`config.mk`:
```
export PLATFORM = sky130hd
export DESIGN_NAME = fifo_rr_drain_arbiter
export DESIGN_NICKNAME = d
export VERILOG_FILES = /design/src/rtl/fifo_arb_pkg.sv /design/src/rtl/rr_pick.sv /design/src/rtl/fifo_rr_drain_arbiter.sv
export SDC_FILE = /design/constraint.sdc
export NUM_CORES = 1
export LEC_CHECK = 0
export BUFFER_PORTS_ARGS = -buffer_cell sky130_fd_sc_hd__buf_2
export CAP_MARGIN = 20
export CORE_MARGIN = 3
export CORE_UTILIZATION = 27
export DETAILED_ROUTE_END_ITERATION = 16
export PLACE_DENSITY_LB_ADDON = 0.15
export REMOVE_ABC_BUFFERS = 1
export SETUP_SLACK_MARGIN = 0.15
export SLEW_MARGIN = 15
export SYNTH_ARGS = -nofsm -noshare
export SYNTH_HDL_FRONTEND = slang
export SYNTH_SLANG_ARGS = --single-unit
```
`constraint.sdc`:
```
create_clock -name clk -period 5.7 [get_ports clk]
set_input_delay 0.57 -clock clk [delete_from_list [all_inputs] [get_ports clk]]
set_output_delay 0.57 -clock clk [all_outputs]
set_load 0.01 [all_outputs]
```
`src/rtl/fifo_arb_pkg.sv`:
```
// fifo_arb_pkg: shared types and width helpers for the round-robin FIFO drain arbiter
package fifo_arb_pkg;

    typedef enum logic [0:0] {
        IDLE  = 1'b0,
        BURST = 1'b1
    } state_t;

    function automatic int idx_w(input int n);
        return (n > 1) ? $clog2(n) : 1;
    endfunction

    function automatic int cnt_w(input int n);
        return $clog2(n + 1);
    endfunction

endpackage

```
`src/rtl/rr_pick.sv`:
```
// rr_pick: first set bit of req searching ptr, ptr+1, ... modulo N
//   req   : request vector
//   ptr   : search start index
//   idx   : index of the first request found
//   found : any request set
module rr_pick #(
    parameter int N = 4,
    parameter int W = 2
) (
    input  logic [N-1:0] req,
    input  logic [W-1:0] ptr,
    output logic [W-1:0] idx,
    output logic         found
);

    // Walk offsets from farthest to nearest so the nearest hit is written last.
    always_comb begin
        idx   = '0;
        found = |req;
        for (int k = N - 1; k >= 0; k--)
            if (req[(int'(ptr) + k) % N]) idx = W'((int'(ptr) + k) % N);
    end

endmodule

```
`src/rtl/fifo_rr_drain_arbiter.sv`:
```
// fifo_rr_drain_arbiter: round-robin burst drain of N_PORTS FIFOs onto one registered valid/ready channel
//   clk, rst        : clock, asynchronous active-high reset
//   pndng           : per-FIFO not-empty flags
//   fifo_dout       : FIFO head words, port i at [i*BITS +: BITS]
//   pop             : one-hot-or-zero pop pulses to the FIFOs
//   out_data/out_src: registered word and the port it came from
//   out_valid/ready : output handshake
//   gnt             : one-hot current grant, zero while arbitrating
//   busy            : burst in progress or a word is held
module fifo_rr_drain_arbiter
    import fifo_arb_pkg::*;
#(
    parameter int N_PORTS   = 4,
    parameter int BITS      = 16,
    parameter int MAX_BURST = 4
) (
    input  logic                       clk,
    input  logic                       rst,
    input  logic [N_PORTS-1:0]         pndng,
    input  logic [N_PORTS*BITS-1:0]    fifo_dout,
    output logic [N_PORTS-1:0]         pop,
    output logic [BITS-1:0]            out_data,
    output logic [$clog2(N_PORTS)-1:0] out_src,
    output logic                       out_valid,
    input  logic                       out_ready,
    output logic [N_PORTS-1:0]         gnt,
    output logic                       busy
);

    localparam int IW = idx_w(N_PORTS);
    localparam int CW = cnt_w(MAX_BURST);

    state_t          state;
    logic [IW-1:0]   g, rr_ptr, pick;
    logic [CW-1:0]   burst_cnt;
    logic            found, slot_free, do_pop, done;

    rr_pick #(.N(N_PORTS), .W(IW)) u_pick (
        .req  (pndng),
        .ptr  (rr_ptr),
        .idx  (pick),
        .found(found)
    );

    // A word may be captured whenever the output register is empty or being accepted.
    assign slot_free = !out_valid || out_ready;
    assign do_pop    = state == BURST && pndng[g] && slot_free;
    // The burst ends on its last allowed pop, or once the granted FIFO has run dry.
    assign done      = state == BURST && (!pndng[g] || (do_pop && burst_cnt == CW'(MAX_BURST - 1)));
    assign pop       = do_pop ? {{(N_PORTS-1){1'b0}}, 1'b1} << g : '0;
    assign busy      = state == BURST || out_valid;

    always_ff @(posedge clk or posedge rst) begin
        if (rst) begin
            state     <= IDLE;
            gnt       <= '0;
            g         <= '0;
            rr_ptr    <= '0;
            burst_cnt <= '0;
            out_valid <= 1'b0;
            out_data  <= '0;
            out_src   <= '0;
        end else begin
            if (do_pop) begin
                out_data  <= fifo_dout[g*BITS +: BITS];
                out_src   <= g;
                out_valid <= 1'b1;
                burst_cnt <= CW'(burst_cnt + 1'b1);
            end else if (out_ready) begin
                out_valid <= 1'b0;
            end
            if (state == IDLE && found) begin
                state     <= BURST;
                gnt       <= {{(N_PORTS-1){1'b0}}, 1'b1} << pick;
                g         <= pick;
                burst_cnt <= '0;
            end
            if (done) begin
                state  <= IDLE;
                gnt    <= '0;
                rr_ptr <= (g == IW'(N_PORTS - 1)) ? '0 : IW'(g + 1'b1);
            end
        end
    end

endmodule

```
==> flow_metrics.tcl <==
set metrics [dict create \
    status "complete, no violations" \
    fin_crit_ps 2999 \
    clk_latency_ps 280 \
    cts_hold_buf 0 \
    clock_sinks 31 \
    crit_path_start "g[1]$_DFFE_PP0P_" \
    tritoncts "done" \
    crit_required_ps 5130 \
    final_nets 331 \
    overflow 0 \
    syn_area_mm2 0.001971 \
    grt_pass1_wl_mm 8.680 \
    cts_resized 0 \
    wire_per_inst_um 14.99 \
    synth.distinct_cells 39 \
    clk_path_buf_depth 2 \
    p_total_uw 1327 \
    drive_gt1_frac 0.5294 \
    gp_congestion 0.7466 \
    ys_top_cells_by_area "dfrtp_1 39%, mux4_2 15%, mux2_1 5.7%" \
    hpwl_mm 3.984 \
    dieWidth_um 91.43 \
    io_pins 99 \
    port_buffers 98 \
    final_common_cell "buf_2" \
    final-max-slew-violation-count 0 \
    synth_top_area_cell "dfrtp_1" \
    syn2layout_area_growth_pct 34.35 \
    finalWirelength_mm 5.262 \
    drt_first_pass_iters 4 \
    synth_top_area_share 0.3937 \
    track_usage 0.1300 \
    final_antenna_net_count 0 \
    path_class "reg -> out" \
    dieArea_mm2 0.008359 \
    drc 0 \
    num_vias 1608 \
    viasPerCell 4.581 \
    max-slew-margin-rel 0.4081 \
    worst-path-max-fanout 28 \
    cp-end-kind "output port" \
    min_period_over_period 0.5261 \
    r2r_start "g[1]$_DFFE_PP0P_" \
    fp-row-count 30 \
    final_cell_mix "98 x buf_2, 31 x dfrtp_1, 13 x mux4_2, 10 x mux2_1, 10 x inv_1" \
    drtIter0Drc 61 \
    cts_setup_buffers 0 \
    htree_levels 2 \
    antenna-diode-count 0 \
    syn_inst 160 \
    antenna_found_initial 0 \
    clk_pin_slew_worst_paths_ps 70 \
    cellPowerDensity_mw_per_mm2 501.2 \
    cp.arrival_ps 2430 \
    start_util 0.2838 \
    grt_pass1_vias 1738 \
    ir_drop_mv 0.2529 \
    ys_ff_latch 31 \
    cp-start-kind "flip-flop" \
    yosysSeqAreaShare 0.3937 \
    hold_path.class "in -> async" \
    fin_setup_tns_ps 0 \
    cts_made_buffers 5 \
    rsz0062_at_grt "no" \
    yosysWarnings 0 \
    die_y_um 91.43 \
    cts-root-buf "clkbuf_8" \
    syn_area_per_cell_um2 12.32 \
    ff2ff_path_depth 3 \
    maxCapViolCount 0 \
    fin_worst_skew_ps 7.720 \
    worst_slew_pin_slew_ps 887.8 \
    fmax_mhz 333.5 \
    hold_viol 0 \
    core-area_mm2 0.006944 \
    p_leak_uw 0.001284 \
    grt_max_degree 32 \
    finalSetupViolCount 0 \
]
==> power breakdown <==
group	internal, µW	total, µW	switching, µW	leakage, µW
Combinational	355	668	313	0.000846
Clock	141	226	84.4	0.0000612
Sequential	330	433	103	0.000377
==> per-stage QoR <==
step | instances | utilization | instance area [µm²] | hold slack [ps] | setup WS (ps)
finish | 351 | 0.3813 | 2648 | 364.1 | 2701
global route | 351 | 0.3813 | 2648 | 396.4 | 2507
CTS | 351 | 0.3813 | 2648 | 374.2 | 2626
detailed placement | 343 | 0.3643 | 2530 | 476.2 | 2938
global placement | 343 | 0.3643 | 2530 | 465.4 | 3009
floorplan | 147 | - | 1904 | 454.3 | 3258
==> layout make-up <==
cell class              instances  area, µm²
flip-flops and latches         31      775.7
inverters                      11      41.29
fillers                       702       4297
clock inverters                 2      35.03
clock buffers                   6      82.58
repair buffers                100      505.5
well taps                      96      120.1
multi-input cells             105       1087
==> Yosys cell counts <==
library cell / number
dfrtp_1: 31
mux4_2: 13
inv_1: 10
mux2_1: 10
nand2_1: 9
nor2_1: 8
o21ai_1: 8
mux2_2: 7
clkbuf_1: 6
ha_1: 6
buf_2: 5
nor2b_1: 5
a21oi_1: 4
mux4_1: 4
nand3_1: 3
o21ai_0: 3
a21boi_1: 2
mux2_4: 2
o2111ai_1: 2
o221ai_1: 2
o22ai_1: 2
a211o_1: 1
a21boi_4: 1
a21o_1: 1
a22o_1: 1
a31oi_1: 1
a32o_1: 1
buf_4: 1
buf_6: 1
inv_2: 1
mux2i_1: 1
nand2b_1: 1
nand2b_4: 1
nand3_4: 1
nor3_1: 1
o211a_1: 1
o21a_1: 1
or2_1: 1
or2b_2: 1
==> kinds of logic (layout without fill, tap and decap cells) <==
kind of cell	Yosys count	after routing	share of synthesized area
compound gates	31	31	0.1092
fa+ha+maj	6	6	0.03809
flops	31	31	0.3936
buf+inv	24	119	0.05460
mux	37	37	0.3194
simple gates	31	31	0.08508
==> path summary, 6_finish.rpt <==
check                                                end  slack (ps)
worst min-delay path            out_data[10]$_DFFE_PP0P_         360
max in group asynchronous        out_data[0]$_DFFE_PP0P_        5040
worst max register to register   out_data[1]$_DFFE_PP0P_        3270
worst min register to register    out_src[0]$_DFFE_PP0P_         480
worst max-delay path                              pop[0]        2700
min in group clk                  out_src[0]$_DFFE_PP0P_         480
==> per-layer routing <==
layer,part of all wire,track usage,vias to the layer above,wire length [µm]
li1,-,-,777,-
met3,0.071,0.03563,5,372
met1,0.45,0.1650,766,2386
met5,0,0,-,0
met4,0.0089,0.03392,0,47
met2,0.47,0.2173,60,2456
==> flip-flops by register name (all words and copies together) (netlist names) <==
signal / count
out_valid: 1
burst_cnt: 3
gnt: 4
rr_ptr: 2
out_src: 2
state: 1
out_data: 16
g: 2
==> critical path: stages, from the launching register on <==
cell and delay (ps):
dfrtp_1 920, mux4_2 650, nand3_4 330, nor2_1 70
buf_2 150
No activity file was read; power rests on OpenSTA's default activity.
